--- config.mk ---
export PLATFORM = sky130hd
export DESIGN_NAME = pool_window_accumulator
export DESIGN_NICKNAME = d
export VERILOG_FILES = /design/src/rtl/pool_window_accumulator_pkg.sv /design/src/rtl/pool_line_buffer.sv /design/src/rtl/pool_window_accumulator.sv
export SDC_FILE = /design/constraint.sdc
export NUM_CORES = 1
export LEC_CHECK = 0
export CORE_MARGIN = 2
export CORE_UTILIZATION = 50
export CTS_BUF_LIST = sky130_fd_sc_hd__clkbuf_8
export DETAILED_ROUTE_END_ITERATION = 10
export PLACE_DENSITY_LB_ADDON = 0.2
export SYNTH_ARGS = -nofsm -noshare
export SYNTH_HDL_FRONTEND = slang
export SYNTH_SLANG_ARGS = --single-unit
--- constraint.sdc ---
create_clock -name clk -period 4.8 [get_ports clk]
set_input_delay 0.96 -clock clk [delete_from_list [all_inputs] [get_ports clk]]
set_output_delay 0.96 -clock clk [all_outputs]
set_load 0.02 [all_outputs]
--- src/rtl/pool_window_accumulator_pkg.sv ---
// Shared Q6.10 fixed-point definitions for the average-pooling path.
// Used by the 2x2 window summer and the downstream divide stage.
package pool_window_accumulator_pkg;

    localparam int DATA_W    = 16;
    localparam int FRAC_BITS = 10;

    localparam logic [DATA_W-1:0] ONE     = 16'h0400;
    localparam logic [DATA_W-1:0] SAT_MAX = 16'h7FFF;
    localparam logic [DATA_W-1:0] SAT_MIN = 16'h8000;

    localparam logic [0:0] EVEN_ROW = 1'b0;
    localparam logic [0:0] ODD_ROW  = 1'b1;

    // Sum of four Q6.10 values needs two guard bits; clamp back to 16.
    function automatic logic [DATA_W-1:0] saturate(
        input logic [DATA_W+1:0] sum
    );
        logic [2:0] top;
        top = sum[DATA_W+1:DATA_W-1];
        if (top == 3'b000 || top == 3'b111) begin
            return sum[DATA_W-1:0];
        end else if (sum[DATA_W+1]) begin
            return SAT_MIN;
        end else begin
            return SAT_MAX;
        end
    endfunction

endpackage

--- src/rtl/pool_line_buffer.sv ---
// Half-row storage of horizontal pair sums for the 2x2 pooling window.
// One synchronous write port, one asynchronous read port, no reset.
module pool_line_buffer #(
    parameter int DEPTH = 14,
    parameter int WIDTH = 17,
    parameter int AW    = 4
) (
    input  logic             clk,
    input  logic             we,
    input  logic [AW-1:0]    waddr,
    input  logic [WIDTH-1:0] wdata,
    input  logic [AW-1:0]    raddr,
    output logic [WIDTH-1:0] rdata
);

    logic [WIDTH-1:0] mem [DEPTH];

    always_ff @(posedge clk) begin
        if (we) begin
            mem[waddr] <= wdata;
        end
    end

    assign rdata = mem[raddr];

endmodule

--- src/rtl/pool_window_accumulator.sv ---
// Streaming 2x2 window summer feeding the LeNet5 average-pool divide stage.
// Pixels arrive row-major; one saturated window sum per 2x2 block.
module pool_window_accumulator
    import pool_window_accumulator_pkg::*;
#(
    parameter int DATA_WIDTH = 16,
    parameter int IMG_W      = 28,
    parameter int IMG_H      = 28
) (
    input  logic                  clk,
    input  logic                  rst_n,
    input  logic [DATA_WIDTH-1:0] in_data,
    input  logic                  in_valid,
    output logic                  in_ready,
    output logic [DATA_WIDTH-1:0] out_data,
    output logic                  out_valid,
    input  logic                  out_ready,
    output logic                  out_last
);

    localparam int CW       = (IMG_W > 1) ? $clog2(IMG_W) : 1;
    localparam int RW       = (IMG_H > 1) ? $clog2(IMG_H) : 1;
    localparam int LB_DEPTH = IMG_W / 2;
    localparam int AW       = (LB_DEPTH > 1) ? $clog2(LB_DEPTH) : 1;

    localparam logic [CW-1:0] COL_LAST = CW'(IMG_W - 1);
    localparam logic [RW-1:0] ROW_LAST = RW'(IMG_H - 1);

    logic [CW-1:0]         col;
    logic [RW-1:0]         row;
    logic [DATA_WIDTH-1:0] pair;

    logic                  xfer;
    logic [0:0]            phase;
    logic                  lb_we;
    logic                  win_done;
    logic                  win_last;
    logic [AW-1:0]         lb_addr;
    logic [DATA_WIDTH:0]   lb_rdata;
    logic [DATA_WIDTH:0]   pair_sum;
    logic [DATA_WIDTH+1:0] win_sum;

    assign in_ready = !out_valid || out_ready;
    assign xfer     = in_valid && in_ready;
    assign phase    = row[0];
    assign lb_addr  = AW'(col >> 1);
    assign win_last = (row == ROW_LAST) && (col == COL_LAST);

    assign pair_sum = {pair[DATA_WIDTH-1], pair}
                    + {in_data[DATA_WIDTH-1], in_data};

    assign win_sum = {lb_rdata[DATA_WIDTH], lb_rdata}
                   + {{2{pair[DATA_WIDTH-1]}}, pair}
                   + {{2{in_data[DATA_WIDTH-1]}}, in_data};

    // Odd column closes a pair: even rows park it, odd rows finish the window.
    always_comb begin
        lb_we    = 1'b0;
        win_done = 1'b0;
        unique case (phase)
            EVEN_ROW: lb_we    = xfer && col[0];
            ODD_ROW:  win_done = xfer && col[0];
        endcase
    end

    pool_line_buffer #(
        .DEPTH (LB_DEPTH),
        .WIDTH (DATA_WIDTH + 1),
        .AW    (AW)
    ) u_line_buf (
        .clk   (clk),
        .we    (lb_we),
        .waddr (lb_addr),
        .wdata (pair_sum),
        .raddr (lb_addr),
        .rdata (lb_rdata)
    );

    always_ff @(posedge clk) begin
        if (!rst_n) begin
            out_valid <= 1'b0;
            out_data  <= '0;
            out_last  <= 1'b0;
            col       <= '0;
            row       <= '0;
            pair      <= '0;
        end else begin
            if (win_done) begin
                out_valid <= 1'b1;
                out_data  <= saturate(win_sum);
                out_last  <= win_last;
            end else if (out_valid && out_ready) begin
                out_valid <= 1'b0;
            end

            if (xfer) begin
                if (!col[0]) begin
                    pair <= in_data;
                end
                if (col == COL_LAST) begin
                    col <= '0;
                    row <= (row == ROW_LAST) ? '0 : row + 1'b1;
                end else begin
                    col <= col + 1'b1;
                end
            end
        end
    end

endmodule

==> Flow_metrics.wiki <==
{| class="wikitable"
! Metric !! Value
|-
| Result of the run || complete, no violations
|-
| Number of nets with antenna violations after detailed routing || 0
|-
| Number of synthesis warnings || 0
|-
| TritonCTS clock tree || built
|-
| Final-report setup violation count || 0
|-
| Drt first pass iters || 7
|-
| Routed wire length per instance || 22.9 um
|-
| Floorplan row count || 58
|-
| DPL Wire Length || 17400 um
|-
| Global route total overflow || 0
|-
| Fmax || 219 MHz
|-
| Final-stage net count || 933
|-
| Register area share after synthesis || 64.3%
|-
| Clock latency on the worst-skew pair || 530 ps
|-
| Worst Hold Path Cells || 2
|-
| Most used cells in the layout excluding fill and tap cells || 238 x sky130_fd_sc_hd__edfxtp_1, 66 x sky130_fd_sc_hd__mux4_2, 54 x sky130_fd_sc_hd__nand2_1, 52 x sky130_fd_sc_hd__clkbuf_8, 51 x sky130_fd_sc_hd__a21oi_1
|-
| Pin count of the biggest net entering global routing || 38
|-
| Commonest non-fill, non-tap cell in the layout || sky130_fd_sc_hd__edfxtp_1
|-
| Smallest setup slack after layout || 234 ps
|-
| Port Buffer Count || 38
|-
| Relative area change from synthesis to final layout || 15.7%
|-
| VDD IR max || 179 uV
|-
| Hold Path Sink || out_data[15]
|-
| DRC || 0
|-
| Internal reg-to-reg setup slack || 230 ps
|-
| End of the worst register-to-register path || out_data[10]
|-
| Top-Level Pins || 39
|-
| Synth Instances || 768
|-
| Clock Tree Buf Depth || 3
|-
| Number of cells in the design after placement || 1138
|-
| Seq cells post-synth || 286
|-
| Slew @ Worst Pin || 1140 ps
|-
| Post-synthesis cell type with the largest combined area || sky130_fd_sc_hd__edfxtp_1
|-
| Final weighted congestion in routability-driven placement || 0.859
|-
| Total power || 5.48 mW
|-
| Clock transition at path regs || 60 ps
|-
| Leakage power || 4.99 nW
|-
| Number of antenna violations at the first check in global routing || 0
|-
| DP Worst Slack || 72.5 ps
|-
| Max-cap violations || 0
|-
| Worst hold path startpoint || out_data[15]
|-
| Total core area || 0.0250 mm^2
|-
| N_diodes || 0
|-
| Final count of hold timing violations || 0
|-
| Die area || 0.0265 mm^2
|-
| Power density over the cells || 376 mW/mm^2
|-
| H-tree depth || 2
|-
| Synthesized area per cell || 16.4 um^2
|-
| Die Y-Extent || 163 um
|-
| Clock root buffer || sky130_fd_sc_hd__clkbuf_8
|-
| Number of vias in the routed layout || 7170
|-
| Final count of pins violating max slew || 0
|-
| Share of the cycle needed by the critical path after routing || 95.1%
|-
| Layout cell share with drive strength beyond 1 || 25.2%
|-
| Total Neg Setup Slack || 0 ps
|-
| Netlist cell types || 58
|-
| Prevailing post-synth register cell || sky130_fd_sc_hd__edfxtp_1
|-
| Detail-routed via count per cell || 5.84
|-
| Width of the die || 163 um
|-
| Min-Delay Path Class || flip-flop to flip-flop
|-
| Share of flip-flops with an asynchronous set or reset after synthesis || 0%
|-
| R2R depth || 15
|-
| Nature of the critical path startpoint || flip-flop
|-
| Filler cell count || 1885
|-
| TritonCTS Buffers || 45
|-
| Arrival time reported for the critical path endpoint || 4980 ps
|-
| Total global routing track utilization || 21.5%
|-
| Number of global-route vias before repair || 7208
|-
| Setup repair after global routing missed its margin || false
|-
| Synthesized netlist net count || 841
|-
| Yosys top cell area share || 56.7%
|-
| Cells taking the most area after synthesis || sky130_fd_sc_hd__edfxtp_1 57%, sky130_fd_sc_hd__mux4_2 12%, sky130_fd_sc_hd__dfxtp_1 7.6%
|-
| Number of sinks on the clock net || 286
|-
| Required time at the worst-slack endpoint || 5220 ps
|-
| Max transition margin || 23.9%
|-
| Post-route minimum period || 4570 ps
|-
| Cell Count, Final, Fillers Out || 1227
|-
| Crit Path Category || flip-flop to flip-flop
|-
| Clock Skews || 16.9 ps
|-
| Wire length of the first global-routing pass || 41800 um
|-
| Crit path max fanout || 13
|-
| Number of enable-type register cells in the synthesized netlist || 238
|-
| Effective utilization at floorplan || 50.5%
|-
| Synthesized area || 0.0126 mm^2
|-
| CP Capture Type || flip-flop
|-
| Worst hold slack || 458 ps
|-
| Total wire length || 28100 um
|-
| Iter 0 DRT Violations || 802
|}
-- worst max-delay path by stage --
stage | from | to | slack (ps) | cells after the start
floorplan | flip-flop | out_data[10] | 40 | 16
global route | flip-flop | out_data[9] | 80 | 17
finish | flip-flop | out_data[10] | 230 | 15
detailed placement | flip-flop | out_data[1] | 70 | 14
global placement | in_data[1] | out_data[2] | 190 | 13
CTS | flip-flop | out_data[10] | 60 | 14
-- cells in the mapped netlist, types with 3 or more instances --
library cell / count
sky130_fd_sc_hd__inv_1: 11
sky130_fd_sc_hd__xnor2_1: 12
sky130_fd_sc_hd__nor2_1: 45
sky130_fd_sc_hd__nand2b_1: 4
sky130_fd_sc_hd__o221a_2: 15
sky130_fd_sc_hd__nor3b_1: 7
sky130_fd_sc_hd__xor2_1: 11
sky130_fd_sc_hd__a31oi_1: 3
sky130_fd_sc_hd__o21ai_0: 5
sky130_fd_sc_hd__nor3_1: 14
sky130_fd_sc_hd__a21oi_1: 51
sky130_fd_sc_hd__buf_1: 4
sky130_fd_sc_hd__a211oi_1: 7
sky130_fd_sc_hd__dfxtp_1: 48
sky130_fd_sc_hd__mux2_2: 15
sky130_fd_sc_hd__nand2_1: 54
sky130_fd_sc_hd__mux2i_1: 5
sky130_fd_sc_hd__a21o_1: 9
sky130_fd_sc_hd__clkbuf_1: 21
sky130_fd_sc_hd__mux4_2: 66
sky130_fd_sc_hd__o211ai_1: 3
sky130_fd_sc_hd__nand3_1: 10
sky130_fd_sc_hd__buf_2: 3
sky130_fd_sc_hd__ha_1: 34
sky130_fd_sc_hd__o21a_1: 8
sky130_fd_sc_hd__edfxtp_1: 238
sky130_fd_sc_hd__fa_1: 19
sky130_fd_sc_hd__a21o_2: 3
-- final cells by class --
| type | count | area, um^2 | share of cell area [%] |
|---|---|---|---|
| clock buffer | 52 | 716 | 4.90 |
| timing repair buffer | 76 | 733 | 5.02 |
| inverter | 11 | 41.3 | 0.283 |
| clock inverter | 32 | 178 | 1.22 |
| tap | 330 | 413 | 2.83 |
| multi-input combinational | 440 | 4400 | 30.1 |
| sequential | 286 | 8110 | 55.6 |
-- report_power, final --
group	total (mW)	switching (mW)	internal, mW
registers	2.80	0.0161	2.79
logic	0.700	0.417	0.283
clock network	1.98	0.884	1.09
total	5.48	1.32	4.16
-- flip-flops by register name (all words and copies together) (netlist names), named ones only --
signal          flops
pair               16
out_last            1
u_line_buf.mem    238
row                 5
out_data           16
col                 5
out_valid           1
-- per-layer routing --
layer / global-route usage (%) / share of wire, %
met1: 29.0 / 42
met5: 0 / 0
met2: 36.1 / 50
met4: 7.16 / 2.4
met3: 3.26 / 5.6
-- critical path, cell delays in order (launching register included) --
cell                      delay (ps)
sky130_fd_sc_hd__dfxtp_4         440
sky130_fd_sc_hd__buf_12          190
sky130_fd_sc_hd__buf_4           190
sky130_fd_sc_hd__mux4_2          510
sky130_fd_sc_hd__mux4_2          500
sky130_fd_sc_hd__fa_1            440
sky130_fd_sc_hd__ha_1            370
sky130_fd_sc_hd__a21oi_1         190
sky130_fd_sc_hd__o21ai_2         120
sky130_fd_sc_hd__o31ai_2         310
sky130_fd_sc_hd__nand3_1         150
sky130_fd_sc_hd__a21o_2          270
sky130_fd_sc_hd__a21oi_1         250
sky130_fd_sc_hd__o21ai_4         110
sky130_fd_sc_hd__buf_12          170
sky130_fd_sc_hd__o221a_2         240
-- what timing repair did --
item / in CTS / in global routing
endpoints found under the hold margin: 0 / 0
hold buffers: 0 / 0
setup endpoints to repair: 0 / 15
setup buffers: 0 / 3
gates resized for setup: 0 / 5
-- through the flow --
| stage | util, % | cell area (um^2) |
|---|---|---|
| global route | 58.5 | 14600 |
| CTS | 58.0 | 14500 |
| finish | 58.5 | 14600 |
| global placement | 54.5 | 13600 |
| detailed placement | 54.5 | 13600 |
| floorplan | - | 12600 |
-- logic make-up (layout without fill, tap and decap cells) --
family | count (synthesis) | in the layout | share of synthesized area (%)
compound gates | 122 | 123 | 6.96
xor+xnor | 23 | 23 | 1.60
fa+ha+maj | 53 | 53 | 6.39
buf+inv | 43 | 171 | 1.49
flops | 286 | 286 | 64.3
mux | 86 | 86 | 13.5
simple gates | 155 | 155 | 5.74
Note: power is estimated with default switching activity, not from simulation.
